--- config.mk ---
export PLATFORM = sky130hd
export DESIGN_NAME = rc4_job_arbiter
export DESIGN_NICKNAME = d
export VERILOG_FILES = /design/src/rtl/rc4_job_arbiter.sv
export SDC_FILE = /design/constraint.sdc
export NUM_CORES = 1
export LEC_CHECK = 0
export ABC_AREA = 1
export CAP_MARGIN = 10
export CORE_AREA = 2 2 371 373
export CTS_CLUSTER_SIZE = 20
export DETAILED_ROUTE_END_ITERATION = 12
export DIE_AREA = 0 0 373 375
export HOLD_SLACK_MARGIN = 0.02
export SETUP_SLACK_MARGIN = 0.4
export SLEW_MARGIN = 40
export SYNTH_ARGS = -nofsm -noshare
export SYNTH_HDL_FRONTEND = slang
export SYNTH_SLANG_ARGS = --single-unit
--- constraint.sdc ---
create_clock -name clk -period 3.2 [get_ports clk]
set_input_delay 0.64 -clock clk [delete_from_list [all_inputs] [get_ports clk]]
set_output_delay 0.64 -clock clk [all_outputs]
set_load 0.005 [all_outputs]
--- src/rtl/rc4_job_arbiter.sv ---
// ---------------------------------------------------------------------------
// rc4_job_arbiter
//
// Shares a single RC4 keystream core between NUM_REQ requesters. Requests are
// arbitrated round-robin; the winner's key and key length are latched and
// driven to the core. The core is given a one-cycle reset and then started.
// On the rising edge of core_done, its keystream block is returned to the
// consumer, tagged with the requester id.
//
// Flow: IDLE -> GRANT -> CLR -> RUN -> RESP -> IDLE.
// A key length of 0 or greater than NUMS_OF_BYTES goes straight from IDLE to
// RESP with rsp_err=1. In that case the core is left untouched.
//
// Optional feature (compile-time macro RC4_ARB_WATCHDOG_EN):
//   When this macro is defined, a RUN-state watchdog aborts the job after
//   TIMEOUT_CYCLES cycles. It then reports rsp_err=1 with zero data and
//   pulses core_rst_n low for one cycle.
//   When the macro is undefined, RUN waits for core_done indefinitely.
//
// Ports:
//   clk, rst_n        clock, asynchronous active-low reset
//   req               per-requester request level (held until gnt)
//   req_key           requester r key at [r*NB*8 +: NB*8]
//   req_key_length    requester r key length at [r*8 +: 8]
//   gnt               one-hot accept pulse, high for the single GRANT cycle
//   rsp_valid/ready   response handshake
//   rsp_id            requester index of the response
//   rsp_err           job rejected or aborted (rsp_data is then zero)
//   rsp_data          keystream block, byte i at [i*8 +: 8]
//   busy              high whenever the FSM is not in IDLE
//   core_*            control and data interface of the shared RC4 core
// ---------------------------------------------------------------------------
module rc4_job_arbiter #(
    parameter int NUM_REQ        = 4,
    parameter int NUMS_OF_BYTES  = 16,
    parameter int ID_W           = 2,
    parameter int TIMEOUT_CYCLES = 4096
) (
    input  logic                              clk,
    input  logic                              rst_n,
    input  logic [NUM_REQ-1:0]                req,
    input  logic [NUM_REQ*NUMS_OF_BYTES*8-1:0] req_key,
    input  logic [NUM_REQ*8-1:0]              req_key_length,
    output logic [NUM_REQ-1:0]                gnt,
    output logic                              rsp_valid,
    input  logic                              rsp_ready,
    output logic [ID_W-1:0]                   rsp_id,
    output logic                              rsp_err,
    output logic [NUMS_OF_BYTES*8-1:0]        rsp_data,
    output logic                              busy,
    output logic                              core_rst_n,
    output logic                              core_start,
    output logic [NUMS_OF_BYTES*8-1:0]        core_key,
    output logic [7:0]                        core_key_length,
    input  logic [NUMS_OF_BYTES*8-1:0]        core_data_out,
    input  logic                              core_done
);

    localparam int KEY_W = NUMS_OF_BYTES * 8;
    localparam int PTR_W = (NUM_REQ > 1) ? $clog2(NUM_REQ) : 1;

    typedef enum logic [2:0] {
        IDLE  = 3'd0,
        GRANT = 3'd1,
        CLR   = 3'd2,
        RUN   = 3'd3,
        RESP  = 3'd4
    } state_t;

    state_t           state;
    logic [PTR_W-1:0] rr_ptr;
    logic             core_done_q;

    logic             win_found;
    logic [PTR_W-1:0] win_idx;
    logic [PTR_W-1:0] nxt_ptr;
    logic [KEY_W-1:0] win_key;
    logic [7:0]       win_len;
    logic             len_bad;
    logic             done_rise;

`ifdef RC4_ARB_WATCHDOG_EN
    localparam int WD_W = $clog2(TIMEOUT_CYCLES + 1);
    logic [WD_W-1:0]  wd_cnt;
`endif

    // Round-robin search: the first set request at or above rr_ptr, wrapping.
    always_comb begin
        int cand;
        cand      = 0;
        win_found = 1'b0;
        win_idx   = '0;
        for (int i = 0; i < NUM_REQ; i++) begin
            cand = int'(rr_ptr) + i;
            if (cand >= NUM_REQ) cand = cand - NUM_REQ;
            if (!win_found && req[cand[PTR_W-1:0]]) begin
                win_found = 1'b1;
                win_idx   = PTR_W'(cand);
            end
        end
    end

    always_comb begin
        win_key   = req_key[int'(win_idx)*KEY_W +: KEY_W];
        win_len   = req_key_length[int'(win_idx)*8 +: 8];
        len_bad   = (win_len == 8'd0) || (int'(win_len) > NUMS_OF_BYTES);
        nxt_ptr   = (int'(win_idx) == NUM_REQ - 1) ? '0 : win_idx + PTR_W'(1);
        // A done level left over from an earlier job must not complete this one.
        done_rise = core_done & ~core_done_q;
    end

    always_ff @(posedge clk or negedge rst_n) begin
        if (!rst_n) begin
            state           <= IDLE;
            rr_ptr          <= '0;
            core_done_q     <= 1'b0;
            gnt             <= '0;
            rsp_valid       <= 1'b0;
            rsp_err         <= 1'b0;
            rsp_id          <= '0;
            rsp_data        <= '0;
            busy            <= 1'b0;
            core_rst_n      <= 1'b0;
            core_start      <= 1'b0;
            core_key        <= '0;
            core_key_length <= '0;
`ifdef RC4_ARB_WATCHDOG_EN
            wd_cnt          <= '0;
`endif
        end else begin
            core_done_q <= core_done;
            gnt         <= '0;
            core_rst_n  <= 1'b1;

            unique case (state)
                IDLE: begin
                    if (win_found) begin
                        gnt    <= NUM_REQ'(1) << win_idx;
                        rsp_id <= ID_W'(win_idx);
                        rr_ptr <= nxt_ptr;
                        busy   <= 1'b1;
                        if (len_bad) begin
                            // Rejected jobs never reach the core.
                            rsp_err   <= 1'b1;
                            rsp_data  <= '0;
                            rsp_valid <= 1'b1;
                            state     <= RESP;
                        end else begin
                            core_key        <= win_key;
                            core_key_length <= win_len;
                            rsp_err         <= 1'b0;
                            state           <= GRANT;
                        end
                    end
                end

                GRANT: begin
                    core_rst_n <= 1'b0;
                    state      <= CLR;
                end

                CLR: begin
                    core_start <= 1'b1;
`ifdef RC4_ARB_WATCHDOG_EN
                    wd_cnt     <= '0;
`endif
                    state      <= RUN;
                end

                RUN: begin
                    if (done_rise) begin
                        rsp_data   <= core_data_out;
                        rsp_err    <= 1'b0;
                        rsp_valid  <= 1'b1;
                        core_start <= 1'b0;
                        state      <= RESP;
                    end
`ifdef RC4_ARB_WATCHDOG_EN
                    else if (wd_cnt == WD_W'(TIMEOUT_CYCLES - 1)) begin
                        // Abort a hung core: zero data, error flag, clear the core.
                        rsp_data   <= '0;
                        rsp_err    <= 1'b1;
                        rsp_valid  <= 1'b1;
                        core_start <= 1'b0;
                        core_rst_n <= 1'b0;
                        state      <= RESP;
                    end else begin
                        wd_cnt <= wd_cnt + WD_W'(1);
                    end
`endif
                end

                RESP: begin
                    if (rsp_ready) begin
                        rsp_valid <= 1'b0;
                        rsp_err   <= 1'b0;
                        busy      <= 1'b0;
                        state     <= IDLE;
                    end
                end

                default: begin
                    state <= IDLE;
                end
            endcase
        end
    end

endmodule

# After elaboration in Yosys (flattened, before gate mapping)

Cells that the tools add are included.

Add/sub/neg operators: 8
Shift operators: 3
$lt $le $gt $ge: 9
Eq/ne operators: 9
Bitwise operators: 3
Reductions and logical operators: 21
$mul: 0
Divide/modulo/power cells: 0
Multiplexer cells: 45

Operators with widths:

| kind                                                                            | number |
|---|---|
| 512-bit by 10-bit variable part select with 128-bit output                      | 1 |
| 128-bit 2-to-1 mux                                                              | 3 |
| 128-bit one-hot mux with 2 select lines                                         | 1 |
| 32-bit by 6-bit variable part select with 8-bit output                          | 1 |
| 2-bit 2-to-1 mux                                                                | 9 |
| 1-bit 2-to-1 mux                                                                | 17 |
| 3-bit one-hot mux with 5 select lines                                           | 1 |
| 2-bit by 3-bit less-than comparator with 1-bit output, second input constant    | 4 |
| 3-bit 2-to-1 mux                                                                | 4 |
| 3-bit >= comparator, second input constant                                      | 3 |
| 3-bit AND reduction                                                             | 3 |
| 1-bit binary-select mux with 2-bit select                                       | 4 |
| 8-bit by 5-bit greater-than comparator with 1-bit output, second input constant | 1 |
| 8-bit logical NOT                                                               | 1 |
| 4-bit 2-to-1 mux                                                                | 2 |
| 2-bit != test, second input constant                                            | 4 |
| 4-bit AND reduction                                                             | 2 |
| 2-bit by 1-bit subtractor with 2-bit output, second input constant              | 4 |
| 2-bit by 2-bit adder with 3-bit output, second input constant                   | 2 |
| 3-bit by 2-bit equality test with 1-bit output, second input constant           | 2 |
| 1-bit one-hot mux with 3 select lines                                           | 2 |
| 2-bit nonzero test                                                              | 3 |
| 5-bit AND reduction                                                             | 1 |
| 1-bit one-hot mux with 2 select lines                                           | 2 |
| other kinds (15)                                                                | 21 |

RAM bits: 0
Bits of input ports: 680
Register bits after elaboration: 281
Bits in latches: 0
ROM bits: 0
Memories kept: 0

# Depth between registers and ports, before layout

Depth after elaboration: 20
Mapped depth: 24
Depth with buffers taken out: 20

# Least setup slack after synthesis

Ideal clock, no wire load.

Path type: input-to-reg
Start point: in req[3]
End point: reg rr_ptr[1]
Stages: 15
Arrival time: 2.514 ns
Slack: 0.560 ns
Path buffers: 3
Cells stage by stage: inv_1 > nand2_1 > nand3_1 > nand2_2 > nor2_4 > nand3_1 > nand3_1 > nand2_2 > inv_2 > buf_2 > clkbuf_1 > clkbuf_1 > ha_1 > nand2_1 > o21ai_0

Word-level cells in the longest chain between the ends: 14

RTL lines:

| element                                                                                                         | line | RTL |
|---|---|---|
| start: declaration                                                                                              | 41   | `input logic [NUM_REQ-1:0] req,` |
| 1-bit binary-select mux with 2-bit select                                                                       | 96   | `if (!win_found && req[cand[PTR_W-1:0]]) begin` |
| 1-bit 2-to-1 mux (not written as such)                                                                          | 96   |  |
| 1-bit 2-to-1 mux                                                                                                | 96   |  |
| 1-bit logical NOT                                                                                               | 96   |  |
| 1-bit logical AND                                                                                               | 96   |  |
| 1-bit 2-to-1 mux                                                                                                | 96   |  |
| 1-bit logical NOT                                                                                               | 96   |  |
| 1-bit logical AND                                                                                               | 96   |  |
| 1-bit 2-to-1 mux                                                                                                | 96   |  |
| 1-bit logical NOT                                                                                               | 96   |  |
| 1-bit logical AND                                                                                               | 96   |  |
| 2-bit 2-to-1 mux (*)                                                                                            | 96   |  |
| named net win_idx[1]                                                                                            | 75   | `logic [PTR_W-1:0] win_idx;` |
| 2-bit by 1-bit adder with 2-bit output / 2-bit by 1-bit equality test with 1-bit output (equally long branches) | 107  | `nxt_ptr = (int'(win_idx) == NUM_REQ - 1) ? '0 : win_idx + PTR_W'(1);` |
| 2-bit 2-to-1 mux (*)                                                                                            | 107  |  |
| named net nxt_ptr[1]                                                                                            | 76   | `logic [PTR_W-1:0] nxt_ptr;` |
| end signal: assignment                                                                                          | 140  | `rr_ptr <= nxt_ptr;` |
| end: declaration                                                                                                | 71   | `logic [PTR_W-1:0] rr_ptr;` |

Mark *: on every way through the listed nets, which the timed path passes. The rest lies on a longest branch. The select of a mux whose other input is x is not followed.
A chain may end at the register's enable or synchronous reset.

# Worst setup path in the final report

Start point: reg rr_ptr[0]
End point: reg core_key[123]

Word-level cells in the longest chain between the ends: 19

RTL lines:

| element                                                                                         | line | RTL |
|---|---|---|
| parallel branches: the longest is 19 deep, another holds 2-bit by 1-bit adder with 3-bit output | n/a  |  |
| end signal: assignment                                                                          | 149  | `core_key <= win_key;` |
| end: declaration                                                                                | 53   | `output logic [NUMS_OF_BYTES*8-1:0] core_key,` |

Parallel ways; which one is timed is not known. The select of a mux whose other input is x is not followed.

==> impl_results.md <==
- Clock sinks: around 280
- Setup Viol. Count Final: 0
- CP Capture Type: flop
- Max Cap Viol: 0
- Pre-Repair DR Iteration Count: 5
- DRC viols: 0
- FMAX: 345 MHz
- Post-DP HPWL: 83.0 mm
- Outcome: completed
- Post-route minimum period: a little under 3 ns
- First DRT Iteration DRCs: roughly 1200
- Fillers: 14900
- Skew-Pair Late Insertion Delay: between 0.5 and 0.6 ns
- Layout area overhead: 95.3%
- Total wire length: 105 mm
- Setup crit start kind: flop
- Yosys cell types: 30
- H-tree depth: 2
- Worst-path cell chain: buf_6 > nand2_1 > nand3_1 > nand2_2 > nand2_2 > nand2_2 > nand2_4 > nand3_4 > buf_12 > nand2_4 > nand3_2 > nand2_2 > nand2_2 > nor2_4 > buf_6 > nand4_1 > buf_12 > buf_12 > clkbuf_16 > nand2_2 > nand2_2
- Syn Inst Count: 2082
- PD cells: 1100 mW/mm^2
- Port buffer count: 954
- Final hold vios: 0
- Post-DP Area: roughly 0.028 sq mm
- Crit-path most repeated cell: nand2_2
- Gr usage total: 14.1%
- Origin of the critical flop-to-flop path: rr_ptr[0]
- Nets: 3798
- Die area: 0.140 sq mm
- Fraction of layout cells with a size suffix above 1: between 10% and 20%
- HP Class: flop to flop
- Initial Util: 11.6%
- Final ANT Viol Nets: 0
- CP Launch Point: rr_ptr[0]
- Final Util: 22.6%
- Die Wd: 373 microns
- Clk slew on worst S/H paths: ~0.06 ns
- Die Y: 375 microns
- DR WL/cell: 21.3 microns
- Worst slew margin: 51.3%
- IR Drop Worst-Case VDD: 909 uV
- Slowest CP cell: dfrtp_2
- Vias in the first global route: about 19000
- Hold Startpoint: rsp_data[101]
- CP required: 3.68 ns
- Post-synthesis sequential area ratio: between 40% and 50%
- Routed via count: between 15000 and 20000
- Crit path max fanout: 8
- Kind of critical path: flop to flop
- Final Max Tran Viols: 0
- Multi-input gate area in the final layout: 0.00813 sq mm
- CTS root buf: clkbuf_16
- Synth Area per Inst: 7.57 sq um
- Post-route cell area: 0.0308 sq mm
- Leak pwr: 0.0137 uW
- Register area: 0.00703 sq mm
- Mapped cell area: 0.0158 sq mm
- Yosys warnings: 0
- Core ar.: roughly 0.14 sq mm
- First-pass GRT wire length: 142 mm
- Mapped Nets: 2766
- Flops & latches, synth: 281
- Antenna violations before repair: 36
- Pin count of the biggest net entering global routing: 127
- GPL Wtd Cong: 0.925
- Worst Skew: ~0.031 ns
- Via density: 3.83
- CTS tree: built
- # IOs: 955
- Worst Tran Pin Value: 0.730 ns
- Num CTS Buffers: 37
- Cell Rows: 136
- CP Data Arrival Time: 3.37 ns
- RSZ-0062 raised after global routing: true
- CTS max path bufs: 3
- Total grt overflow: 0
- Fin crit share: 90.6%
- Largest stage delay, worst path: ~0.43 ns
report_power, final:
part / total, uW / leakage [uW] / switching, uW / internal, uW
registers: 5660 / 0.00375 / 865 / 4800
clock network: 4320 / 0.000599 / 1840 / 2470
logic: 23800 / 0.00939 / 13300 / 10500
total: 33800 / 0.0137 / 16000 / 17700
Yosys cell counts, drive strengths merged:
| library cell | instances | area [sq um] |
|---|---|---|
| nand2 | 746 | 2860 |
| dfrtp | 281 | 7030 |
| nor2 | 276 | 1050 |
| o21ai | 264 | 1320 |
| nand4 | 137 | 857 |
| mux2i | 128 | 1280 |
| clkbuf | 96 | 360 |
| buf | 65 | 520 |
| inv | 49 | 189 |
| nand3 | 26 | 178 |
| a21oi | 4 | 20.0 |
| ha | 4 | 50.1 |
| nor3 | 2 | 10.0 |
| nand3b | 1 | 7.51 |
| o211ai | 1 | 12.5 |
| o21bai | 1 | 7.51 |
| o22ai | 1 | 6.26 |
worst max-delay path: cells and delay by family, from the launching register on:
kind                   cells  cell delay (ns)
and+or+nand+nor           15             1.35
buffers and inverters      6             0.98
DFF                        1             0.43
kinds of logic (layout without fill, tap and decap cells):
group | Yosys count | after routing | share of synthesized area, %
flip-flops | 281 | 281 | 44.6
other | 0 | 9 | 0
buffers and inverters | 210 | 1266 | 6.79
adder cells (fa/ha/maj) | 4 | 4 | 0.318
multiplexers | 128 | 128 | 8.13
AND/OR/NAND/NOR | 1188 | 1189 | 31.5
AO/OA/AOI/OAI | 271 | 271 | 8.68
area by class of cell:
class                   count  share of cell area, %
diodes                      9                 0.0732
clock inverters            16                  0.634
clock buffers              48                   3.37
well taps                1794                   7.29
inverters                  49                  0.662
flip-flops and latches    281                   22.8
multi-input cells        1592                   26.4
repair buffers           1153                   38.7
state kept, by name (all words and copies together), names as in the netlist, 2 cells and up:
name,cells
core_key,128
rsp_data,128
core_key_length,8
gnt,4
state,3
rr_ptr,2
rsp_id,2
metal layers:
layer	wire [microns]	up-vias	track usage (%)	share of wire, %
met3	9290	140	4.75	8.8
met1	42800	9074	16.9	41
li1	-	8916	-	-
met2	49900	795	23.7	47
met5	62	-	0	0.059
met4	3190	10	4.36	3.0
timing repair:
action | in CTS | in global routing
hold buffers | 0 | 1
resized for setup | 53 | 128
hold endpoints to repair | 0 | 25
pin swaps | 21 | 26
gates cloned | 3 | 11
setup endpoints to repair | 264 | 265
setup buffers | 19 | 3
through the flow:
stage	setup TNS, ns	hold WS [ns]	power, uW	setup slack [ns]	cells
2_1_floorplan	0	0.344	16400	0.560	2082
3_3_place_gp	-49.31	0.453	27300	-0.263	4831
3_5_place_dp	-54.64	0.457	27400	-0.296	4831
4_1_cts	0	0.0784	32700	0.303	4917
5_1_grt	0	0.484	36200	0.113	4936
6_report	0	0.468	33800	0.302	4942
placed cells by master, fill, tap and decap left out, types with 3 or more instances in the layout:
master	count
ha_1	4
nor2_4	3
buf_8	8
clkinvlp_4	3
inv_2	7
dfrtp_1	279
nand3_1	10
inv_1	38
nand3_4	3
nor2_2	6
nand2_2	91
diode_2	9
mux2i_1	128
nand3_2	14
nor2_1	267
buf_12	31
buf_6	16
o21ai_1	4
clkbuf_1	4
clkinv_2	6
buf_4	125
buf_16	9
nand2_1	631
o21ai_0	258
clkbuf_16	46
clkbuf_8	7
nand4_1	137
clkdlybuf4s50_1	953
nand2_4	23
path summary, 6_finish.rpt:
check	endpoint	slack, ns	cells after the start
min	rsp_data[101]	0.47	2
max reg2reg	core_key[123]	0.30	21
min in group asynchronous	core_key[5]	0.52	2
min reg2reg	rsp_data[101]	0.47	2
max	core_key[123]	0.30	21
max in group asynchronous	core_key[49]	1.70	4
Note: power is estimated with default switching activity, not from simulation.
